[config.mk]
export PLATFORM = sky130hd
export DESIGN_NAME = rv64g_l1_refill_seq_flat
export DESIGN_NICKNAME = d
export VERILOG_FILES = /design/src/rtl/rv64g_l1_refill_seq_if.sv /design/src/rtl/rv64g_l1_refill_seq.sv /design/src/flat_wrapper.sv
export SDC_FILE = /design/constraint.sdc
export NUM_CORES = 1
export LEC_CHECK = 0
export BUFFER_PORTS_ARGS = -buffer_cell sky130_fd_sc_hd__buf_2
export CORE_AREA = 2 2 112 114
export DETAILED_ROUTE_END_ITERATION = 8
export DIE_AREA = 0 0 114 116
export PLACE_DENSITY = 0.77
export SETUP_SLACK_MARGIN = 0.3
export SLEW_MARGIN = 20
export SYNTH_ARGS = -nofsm -noshare
export SYNTH_HDL_FRONTEND = slang
export SYNTH_SLANG_ARGS = --single-unit
[constraint.sdc]
create_clock -name clk_i -period 1.7 [get_ports clk_i]
set_input_delay 0.34 -clock clk_i [delete_from_list [all_inputs] [get_ports clk_i]]
set_output_delay 0.34 -clock clk_i [all_outputs]
set_load 0.1 [all_outputs]
[src/rtl/rv64g_l1_refill_seq_if.sv]
// rtl/rv64g_l1_refill_seq_if.sv - refill request, TileLink D/E and bank port bundle
interface rv64g_l1_refill_seq_if #(
  parameter int INDEX_W = 5,
  parameter int TAG_W   = 53,
  parameter int SINK_W  = 3
);
  // miss handler request
  logic               start_valid;
  logic               start_ready;
  logic [INDEX_W-1:0] start_index;
  logic [2:0]         start_way;
  logic [TAG_W-1:0]   start_tag;

  // TileLink D channel (Grant / GrantData only)
  logic               d_valid;
  logic               d_ready;
  logic [2:0]         d_opcode;
  logic [1:0]         d_param;
  logic [SINK_W-1:0]  d_sink;
  logic               d_denied;
  logic               d_corrupt;
  logic [63:0]        d_data;

  // TileLink E channel (GrantAck)
  logic               e_valid;
  logic               e_ready;
  logic [SINK_W-1:0]  e_sink;

  // L1 bank write port
  logic               bank_gnt;
  logic               bank_req;
  logic               bank_we;
  logic               bank_tag_we;
  logic [INDEX_W-1:0] bank_index;
  logic [2:0]         bank_word;
  logic [2:0]         bank_way;
  logic [7:0]         bank_be;
  logic [63:0]        bank_wdata;
  logic [TAG_W-1:0]   bank_tag;
  logic [1:0]         bank_state;

  // completion
  logic               done;
  logic               error;

  // sequencer side
  modport master (
    input  start_valid, start_index, start_way, start_tag,
    output start_ready,
    input  d_valid, d_opcode, d_param, d_sink, d_denied, d_corrupt, d_data,
    output d_ready,
    output e_valid, e_sink,
    input  e_ready,
    input  bank_gnt,
    output bank_req, bank_we, bank_tag_we, bank_index, bank_word, bank_way,
    output bank_be, bank_wdata, bank_tag, bank_state,
    output done, error
  );

  // miss handler, interconnect and bank side
  modport slave (
    output start_valid, start_index, start_way, start_tag,
    input  start_ready,
    output d_valid, d_opcode, d_param, d_sink, d_denied, d_corrupt, d_data,
    input  d_ready,
    input  e_valid, e_sink,
    output e_ready,
    output bank_gnt,
    input  bank_req, bank_we, bank_tag_we, bank_index, bank_word, bank_way,
    input  bank_be, bank_wdata, bank_tag, bank_state,
    input  done, error
  );
endinterface

[src/rtl/rv64g_l1_refill_seq.sv]
// rtl/rv64g_l1_refill_seq.sv - L1 line refill sequencer: D beats to bank writes, then GrantAck
module rv64g_l1_refill_seq #(
  parameter int INDEX_W = 5,
  parameter int TAG_W   = 53,
  parameter int SINK_W  = 3,
  parameter int BEATS   = 8
) (
  input  logic                  clk_i,
  input  logic                  rst_ni,
  rv64g_l1_refill_seq_if.master bus
);

  localparam int CNT_W = $clog2(BEATS);

  localparam logic [2:0] OP_GRANT      = 3'd4;
  localparam logic [2:0] OP_GRANT_DATA = 3'd5;

  localparam logic [1:0] MESI_N = 2'd0;
  localparam logic [1:0] MESI_S = 2'd1;
  localparam logic [1:0] MESI_E = 2'd2;

  typedef enum logic [1:0] {
    IDLE = 2'd0,
    FILL = 2'd1,
    ACK  = 2'd2
  } state_t;

  state_t             state_q, state_d;
  logic [CNT_W-1:0]   beat_cnt_q;
  logic               err_q;
  logic               done_q;
  logic               done_d;
  logic [INDEX_W-1:0] index_q;
  logic [2:0]         way_q;
  logic [TAG_W-1:0]   tag_q;
  logic [SINK_W-1:0]  sink_q;

  logic               start_fire;
  logic               beat_fire;
  logic               beat_bad;
  logic               is_final;
  logic [1:0]         cap_state;

  // per-beat decode shared by the FSM outputs and the datapath
  always_comb begin
    beat_bad  = bus.d_denied | bus.d_corrupt;
    is_final  = (bus.d_opcode == OP_GRANT) ||
                ((bus.d_opcode == OP_GRANT_DATA) && (beat_cnt_q == CNT_W'(BEATS - 1)));
    cap_state = MESI_N;
    case (bus.d_param)
      2'd0:    cap_state = MESI_E;
      2'd1:    cap_state = MESI_S;
      default: cap_state = MESI_N;
    endcase
  end

  // FSM state register
  always_ff @(posedge clk_i or negedge rst_ni) begin
    if (!rst_ni) begin
      state_q <= IDLE;
    end else begin
      state_q <= state_d;
    end
  end

  // next state and handshake / bank-write controls
  always_comb begin
    state_d          = state_q;
    done_d           = 1'b0;
    start_fire       = 1'b0;
    beat_fire        = 1'b0;
    bus.start_ready  = 1'b0;
    bus.d_ready      = 1'b0;
    bus.e_valid      = 1'b0;
    bus.bank_req     = 1'b0;
    bus.bank_we      = 1'b0;
    bus.bank_tag_we  = 1'b0;
    bus.bank_state   = MESI_N;
    case (state_q)
      IDLE: begin
        // the done cycle blocks a new request so done_o is never overlapped
        bus.start_ready = !done_q;
        start_fire      = bus.start_valid && !done_q;
        if (start_fire) begin
          state_d = FILL;
        end
      end
      FILL: begin
        bus.bank_req    = bus.d_valid;
        bus.d_ready     = bus.bank_gnt;
        beat_fire       = bus.d_valid && bus.bank_gnt;
        bus.bank_we     = bus.d_valid && (bus.d_opcode == OP_GRANT_DATA) && !beat_bad;
        // tag is rewritten on every beat; keep it invalid until the line is whole
        bus.bank_tag_we = bus.d_valid;
        if (is_final && !err_q && !beat_bad) begin
          bus.bank_state = cap_state;
        end
        if (beat_fire && is_final) begin
          state_d = ACK;
        end
      end
      ACK: begin
        bus.e_valid = 1'b1;
        if (bus.e_ready) begin
          state_d = IDLE;
          done_d  = 1'b1;
        end
      end
      default: state_d = IDLE;
    endcase
  end

  // request latch, beat counter, error accumulation and sink capture
  always_ff @(posedge clk_i or negedge rst_ni) begin
    if (!rst_ni) begin
      beat_cnt_q <= '0;
      err_q      <= 1'b0;
      done_q     <= 1'b0;
      index_q    <= '0;
      way_q      <= '0;
      tag_q      <= '0;
      sink_q     <= '0;
    end else begin
      done_q <= done_d;
      if (start_fire) begin
        index_q    <= bus.start_index;
        way_q      <= bus.start_way;
        tag_q      <= bus.start_tag;
        beat_cnt_q <= '0;
        err_q      <= 1'b0;
      end else if (beat_fire) begin
        beat_cnt_q <= beat_cnt_q + 1'b1;
        err_q      <= err_q | beat_bad;
        if (beat_cnt_q == '0) begin
          sink_q <= bus.d_sink;
        end
      end
    end
  end

  assign bus.bank_index = index_q;
  assign bus.bank_way   = way_q;
  assign bus.bank_word  = beat_cnt_q;
  assign bus.bank_be    = 8'hFF;
  assign bus.bank_wdata = bus.d_data;
  assign bus.bank_tag   = tag_q;
  assign bus.e_sink     = sink_q;
  assign bus.done       = done_q;
  assign bus.error      = done_q & err_q;

endmodule

[src/flat_wrapper.sv]
// flat-port wrapper written by rule: the top's interface ports become plain ports
module rv64g_l1_refill_seq_flat 
#(
  parameter int INDEX_W = 5,
  parameter int TAG_W   = 53,
  parameter int SINK_W  = 3,
  parameter int BEATS   = 8
)
  (clk_i, rst_ni, bus_start_valid, bus_start_index, bus_start_way, bus_start_tag, bus_start_ready, bus_d_valid, bus_d_opcode, bus_d_param, bus_d_sink, bus_d_denied, bus_d_corrupt, bus_d_data, bus_d_ready, bus_e_valid, bus_e_sink, bus_e_ready, bus_bank_gnt, bus_bank_req, bus_bank_we, bus_bank_tag_we, bus_bank_index, bus_bank_word, bus_bank_way, bus_bank_be, bus_bank_wdata, bus_bank_tag, bus_bank_state, bus_done, bus_error);
  rv64g_l1_refill_seq_if #(.INDEX_W(INDEX_W), .TAG_W(TAG_W), .SINK_W(SINK_W)) bus_i ();
  input  logic clk_i;
  input  logic rst_ni;
  input wire logic [$bits(bus_i.start_valid)-1:0] bus_start_valid;
  input wire logic [$bits(bus_i.start_index)-1:0] bus_start_index;
  input wire logic [$bits(bus_i.start_way)-1:0] bus_start_way;
  input wire logic [$bits(bus_i.start_tag)-1:0] bus_start_tag;
  output wire logic [$bits(bus_i.start_ready)-1:0] bus_start_ready;
  input wire logic [$bits(bus_i.d_valid)-1:0] bus_d_valid;
  input wire logic [$bits(bus_i.d_opcode)-1:0] bus_d_opcode;
  input wire logic [$bits(bus_i.d_param)-1:0] bus_d_param;
  input wire logic [$bits(bus_i.d_sink)-1:0] bus_d_sink;
  input wire logic [$bits(bus_i.d_denied)-1:0] bus_d_denied;
  input wire logic [$bits(bus_i.d_corrupt)-1:0] bus_d_corrupt;
  input wire logic [$bits(bus_i.d_data)-1:0] bus_d_data;
  output wire logic [$bits(bus_i.d_ready)-1:0] bus_d_ready;
  output wire logic [$bits(bus_i.e_valid)-1:0] bus_e_valid;
  output wire logic [$bits(bus_i.e_sink)-1:0] bus_e_sink;
  input wire logic [$bits(bus_i.e_ready)-1:0] bus_e_ready;
  input wire logic [$bits(bus_i.bank_gnt)-1:0] bus_bank_gnt;
  output wire logic [$bits(bus_i.bank_req)-1:0] bus_bank_req;
  output wire logic [$bits(bus_i.bank_we)-1:0] bus_bank_we;
  output wire logic [$bits(bus_i.bank_tag_we)-1:0] bus_bank_tag_we;
  output wire logic [$bits(bus_i.bank_index)-1:0] bus_bank_index;
  output wire logic [$bits(bus_i.bank_word)-1:0] bus_bank_word;
  output wire logic [$bits(bus_i.bank_way)-1:0] bus_bank_way;
  output wire logic [$bits(bus_i.bank_be)-1:0] bus_bank_be;
  output wire logic [$bits(bus_i.bank_wdata)-1:0] bus_bank_wdata;
  output wire logic [$bits(bus_i.bank_tag)-1:0] bus_bank_tag;
  output wire logic [$bits(bus_i.bank_state)-1:0] bus_bank_state;
  output wire logic [$bits(bus_i.done)-1:0] bus_done;
  output wire logic [$bits(bus_i.error)-1:0] bus_error;
  assign bus_i.start_valid = bus_start_valid;
  assign bus_i.start_index = bus_start_index;
  assign bus_i.start_way = bus_start_way;
  assign bus_i.start_tag = bus_start_tag;
  assign bus_start_ready = bus_i.start_ready;
  assign bus_i.d_valid = bus_d_valid;
  assign bus_i.d_opcode = bus_d_opcode;
  assign bus_i.d_param = bus_d_param;
  assign bus_i.d_sink = bus_d_sink;
  assign bus_i.d_denied = bus_d_denied;
  assign bus_i.d_corrupt = bus_d_corrupt;
  assign bus_i.d_data = bus_d_data;
  assign bus_d_ready = bus_i.d_ready;
  assign bus_e_valid = bus_i.e_valid;
  assign bus_e_sink = bus_i.e_sink;
  assign bus_i.e_ready = bus_e_ready;
  assign bus_i.bank_gnt = bus_bank_gnt;
  assign bus_bank_req = bus_i.bank_req;
  assign bus_bank_we = bus_i.bank_we;
  assign bus_bank_tag_we = bus_i.bank_tag_we;
  assign bus_bank_index = bus_i.bank_index;
  assign bus_bank_word = bus_i.bank_word;
  assign bus_bank_way = bus_i.bank_way;
  assign bus_bank_be = bus_i.bank_be;
  assign bus_bank_wdata = bus_i.bank_wdata;
  assign bus_bank_tag = bus_i.bank_tag;
  assign bus_bank_state = bus_i.bank_state;
  assign bus_done = bus_i.done;
  assign bus_error = bus_i.error;
  rv64g_l1_refill_seq #(.INDEX_W(INDEX_W), .TAG_W(TAG_W), .SINK_W(SINK_W), .BEATS(BEATS)) u_core (.clk_i(clk_i), .rst_ni(rst_ni), .bus(bus_i));
endmodule
* Yosys cells after proc, flatten, opt, wreduce, memory -nomap -nowiden *
Cells that the tools add are included.

word-level totals
  word-level logic and storage cells = 60
  output and inout port bits = 149
  flip-flop bits (word level) = 71
  input port bits = 141

operators by class
  bitwise operators = 4
  mux-type cells = 20
  reduce and logical (&&, ||, !) cells = 18
  add/subtract/negate cells = 1
  equality and inequality tests = 9

operators with widths
  cell                 number
  $mux 1               11
  $mux 2               5
  $eq 3x3->1 const B   3
  $logic_and 1x1->1    8
  $mux 3               2
  $pmux 2 s3           1
  $reduce_and 3->1     2
  $eq 2x1->1 const B   2
  $logic_not 2->1      2
  $ne 2x1->1 const B   2
  $pmux 2 s2           1
  $add 3x1->3 const B  1
  $logic_not 1->1      3
  $logic_not 3->1      1
  $eq 2x2->1 const B   1
  $ne 2x2->1 const B   1
  $or 1x1->1           2
  $reduce_bool 2->1    1
  $and 1x1->1          1
  $logic_or 1x1->1     1
  $not 1->1            1

* Depth between registers and ports, before layout *
  word-level depth = 7
  depth in mapped cells = 5
  depth with buffers taken out = 5

* Least setup slack after synthesis *
No wires, ideal clock.

  path kind = reg2reg
  start point = register u_core.done_q, in the netlist u_core.bus.done
  end point = register u_core.err_q
  path buffers = 0
  cell stages (with the launch flop) = 4
  library setup time = 0.123 ns
  clock period less this slack = 3.514 ns
  arrival time = 3.391 ns
  data required time = 1.577 ns
  setup slack = -1.814 ns
  path through = dfrtp_1 nor3_1 nand2_1 o2bb2ai_1

between the ends
  cells in the longest elaborated chain, start to end = 4
  elaborated cells on any way between the ends = 5
  classes of those cells = mux: 2; reduce/logical: 3

RTL lines
  what                                                RTL line                    text
  start: declaration                                  rv64g_l1_refill_seq.sv:31   logic done_q;
  start signal: assignment                            rv64g_l1_refill_seq.sv:124  done_q <= done_d;
  $logic_not 1->1 (*)                                 rv64g_l1_refill_seq.sv:83   start_fire = bus.start_valid && !done_q;
  $logic_and 1x1->1 (*)                               rv64g_l1_refill_seq.sv:83
  $mux 1 (*)                                          rv64g_l1_refill_seq.sv:79   case (state_q)
  $mux 1 / $reduce_bool 2->1 (equally long branches)  n/a
  end signal: assignment                              rv64g_l1_refill_seq.sv:133  err_q <= err_q | beat_bad;
  end: declaration                                    rv64g_l1_refill_seq.sv:30   logic err_q;

Every way passes the cells marked *; elsewhere a longest branch is shown, timed or not.
A chain may end at the register's enable or synchronous reset.

* Worst setup path in the final report *
  start point = register u_core.state_q[1]
  end point = output port bus_bank_state[1]

between the ends
  cells in the longest elaborated chain, start to end = 2

RTL lines
  what                      RTL line                   text
  start: declaration        rv64g_l1_refill_seq.sv:28  state_t state_q, state_d;
  start signal: assignment  rv64g_l1_refill_seq.sv:62  state_q <= state_d;
  $eq 2x1->1                rv64g_l1_refill_seq.sv:79
  $mux 2                    rv64g_l1_refill_seq.sv:79
  end: declaration          flat_wrapper.sv:39         output wire logic [$bits(bus_i.bank_state)-1:0] bus_bank_state;

No other way between the ends.

==> impl_results.md <==
* Initial Util at 0.2876
* Routed WL per cell at 16.92 um
* Vias per cell at approximately 4.4
* Crit-path max FO at 3
* Pins over their slew limit at 0
* Post-Synth Simple-Gate Area at 0.05004
* Largest net degree at the start of global routing at 44
* Hold_ws at 0.2392 ns
* Primary FF master, synth: dfrtp_1
* Failing checks: setup timing
* Drt total wl at 8884 um
* Worst Skew at approximately 0.01 ns
* Final GP Congestion at ~0.77
* Synth async-reset ratio at 1.000
* Worst path bufs/invs at 1
* CP Class: reg -> out
* DRT antenna net count at 0
* Clock Pin Slew Worst Setup and Hold Paths at roughly 0.06 ns
* Die width at 114 um
* Worst setup EP type: output port
* Synth Area in XOR/XNOR at 0
* Initial drt markers at 65
* Max clock buf depth at 2
* Adder-cell share of the synthesized area at 0.01096
* Peak Freq at approximately 500 MHz
* Final instance area at 5224 um2
* Final setup viols at 73
* Die area at around 13000 um2
* Arrival @ worst endpoint at roughly 1.7 ns
* Synthesized flop and latch total at 71
* First-pass GRT wire length at 13230 um
* Status: complete, but fails checks
* CP Launch Type: flip-flop
* Nets at approximately 520
* Syn Std Cell Area at between 3000 and 4000 um2
* Hpwl dp at about 5600 um
* Max incr delay on CP at 0.41 ns
* Total number of vias at 2300
* Root buffer cell: clkbuf_16
* Worst min path class: in -> reg
* Tcrit/Tclk final at 1.180
* Post-synthesis compound-gate area fraction at 0.01169
* Syn Area/Cell at between 10 and 15 um2
* Drt first pass iters at 4
* Total clock sinks at a little over 70
* Layout cells sized above 1 at 0.7593
* FILL cells at 1063
* Crit path time final at 2.006 ns
* DIE HEIGHT at 116 um
* Drt drc at 0
* Port-buffer cells at 153
* Dpl cell area at 4288 um2
* Crit-path cells: or2b_1, nor4_4, and4b_4, buf_12
* Num rows at 40
* Core area at 11910 um2
* Num CTS Buffers at 9
* CP max-delay cell: dfrtp_2
* Setup ws final at -0.3063 ns
* Mux cell area share after synthesis at 0.2246
* Cell family with most CP delay: simple AND/OR/NAND/NOR gates
* WL met1 at 3479 um
* Fin Setup TNS at -6.919 ns
* Final Hold Vio Count at 0
* WL met2 at 4568 um
* Synth Instances at 251
* Total grt overflow at 0
* CTS tree: yes
* # IOs at 290
* H-tree Lvls at 3
* Initial antenna violation count at 0
* Main combinational cell family by area after synthesis: multiplexers
* Number of global-route vias before repair at 2585
* Post-synth EDFFs at 0
* RSZ-0062 raised after global routing: yes
* Max-cap viol count at 0
* DR top layer: met4
* Register area share after synthesis at 0.5186
* WL met3 at 606 um
* WP data required at 1.36 ns
* Later-pin clock latency in the skew report at ~0.33 ns
* Synthesis Warnings at 0
* Distinct cells, synth at 27
* Synthesis-to-layout area growth at 52.48%
* Diode count at 0
* Global Route Usage Sum at 0.1311
-- flip-flops by register name (all words and copies together), names as in the netlist --
| signal | cells |
|---|---|
| u_core.bus.bank_tag | 53 |
| u_core.bus.bank_index | 5 |
| u_core.bus.bank_way | 3 |
| u_core.bus.bank_word | 3 |
| u_core.bus.e_sink | 3 |
| u_core.state_q | 2 |
| u_core.bus.done | 1 |
| u_core.err_q | 1 |
-- layer usage --
layer | up-vias | global-route usage
met5 | - | 0
met4 | 0 | 0.06504
met3 | 30 | 0.04079
met2 | 123 | 0.2286
met1 | 1125 | 0.1453
li1 | 1022 | -
-- cells in the mapped netlist, types with 2 or more instances --
cell type  number  area [um2]
nor2_1          3       11.26
nand2_1         2       7.510
mux2_2         53       596.8
inv_1           3       11.26
and4b_1         2       20.02
mux2_4         10       150.1
buf_4          73       548.0
and2_1          4       25.02
ha_1            3       37.54
a22o_1          3       26.28
nand2b_1        2       12.51
mux2_1          2       22.52
dfrtp_1        71        1777
buf_6           6       67.56
nor3b_1         2       15.01
-- repair_timing --
item | in CTS | in global routing
cloned | 4 | 2
endpoints found under the setup margin | 144 | 81
pin swaps | 6 | 5
setup buffers | 10 | 5
hold endpoints to repair | 28 | 0
resized for setup | 92 | 16
hold buffers | 1 | 0
-- cell families (layout without fill, tap and decap cells) --
logic type                 Yosys count  count (layout)
buffers and inverters               82             202
DFF                                 71              71
muxes                               65              65
and+or+nand+nor                     24              24
AOI/OAI and AO/OA                    5               5
adders and majority gates            3               3
other                                1               8
-- area by class of cell --
| cell class | count | area, um2 | area share |
|---|---|---|---|
| repair buffers | 183 | 1574 | 0.3013 |
| inverters | 3 | 11.26 | 0.002156 |
| multi-input cells | 105 | 1365 | 0.2613 |
| well taps | 147 | 183.9 | 0.03521 |
| flip-flops and latches | 71 | 1792 | 0.3430 |
| clock inverters | 7 | 72.57 | 0.01389 |
| clock buffers | 9 | 225.2 | 0.04311 |
-- cell usage in the layout, fill, tap and decap left out, drive strengths merged, types with 2 or more instances in the layout --
cell type / Yosys / routed
conb: 1 / 8
buf: 79 / 180
mux2: 65 / 65
clkinvlp: 0 / 2
and2: 4 / 4
dfrtp: 71 / 71
ha: 3 / 3
inv: 3 / 4
clkbuf: 0 / 11
clkinv: 0 / 3
nand2: 2 / 2
and4b: 2 / 2
nand2b: 2 / 2
nor2: 3 / 3
nor3b: 2 / 2
a22o: 3 / 3
-- per-stage QoR --
stage | setup WS [ns] | cells | utilization
2_1_floorplan | -0.1887 | 258 | -
3_3_place_gp | 0.01800 | 487 | 0.3600
3_5_place_dp | -0.06343 | 487 | 0.3600
4_1_cts | -0.3282 | 518 | 0.4256
5_1_grt | -0.3817 | 525 | 0.4386
6_report | -0.3063 | 525 | 0.4386
-- worst paths after layout --
check	to	cells past startpoint	startpoint	slack [ns]
worst max-delay path	bus_bank_state[1]	4	u_core.state_q[1]$_DFFE_PN0P_	-0.31
worst min-delay path	u_core.bus.bank_tag[2]$_DFFE_PN0P_	2	bus_start_tag[2]	0.24
worst max register to register	u_core.bus.bank_tag[36]$_DFFE_PN0P_	7	u_core.state_q[1]$_DFFE_PN0P_	-0.11
worst min register to register	u_core.bus.bank_tag[38]$_DFFE_PN0P_	1	u_core.bus.bank_tag[38]$_DFFE_PN0P_	0.51
max in group asynchronous	u_core.bus.bank_tag[18]$_DFFE_PN0P_	3	rst_ni	0.64
min in group asynchronous	u_core.bus.e_sink[2]$_DFFE_PN0P_	2	rst_ni	0.48
Power is not shown: default switching activity piles up to over one toggle a cycle in this logic, so the estimate is an artifact.
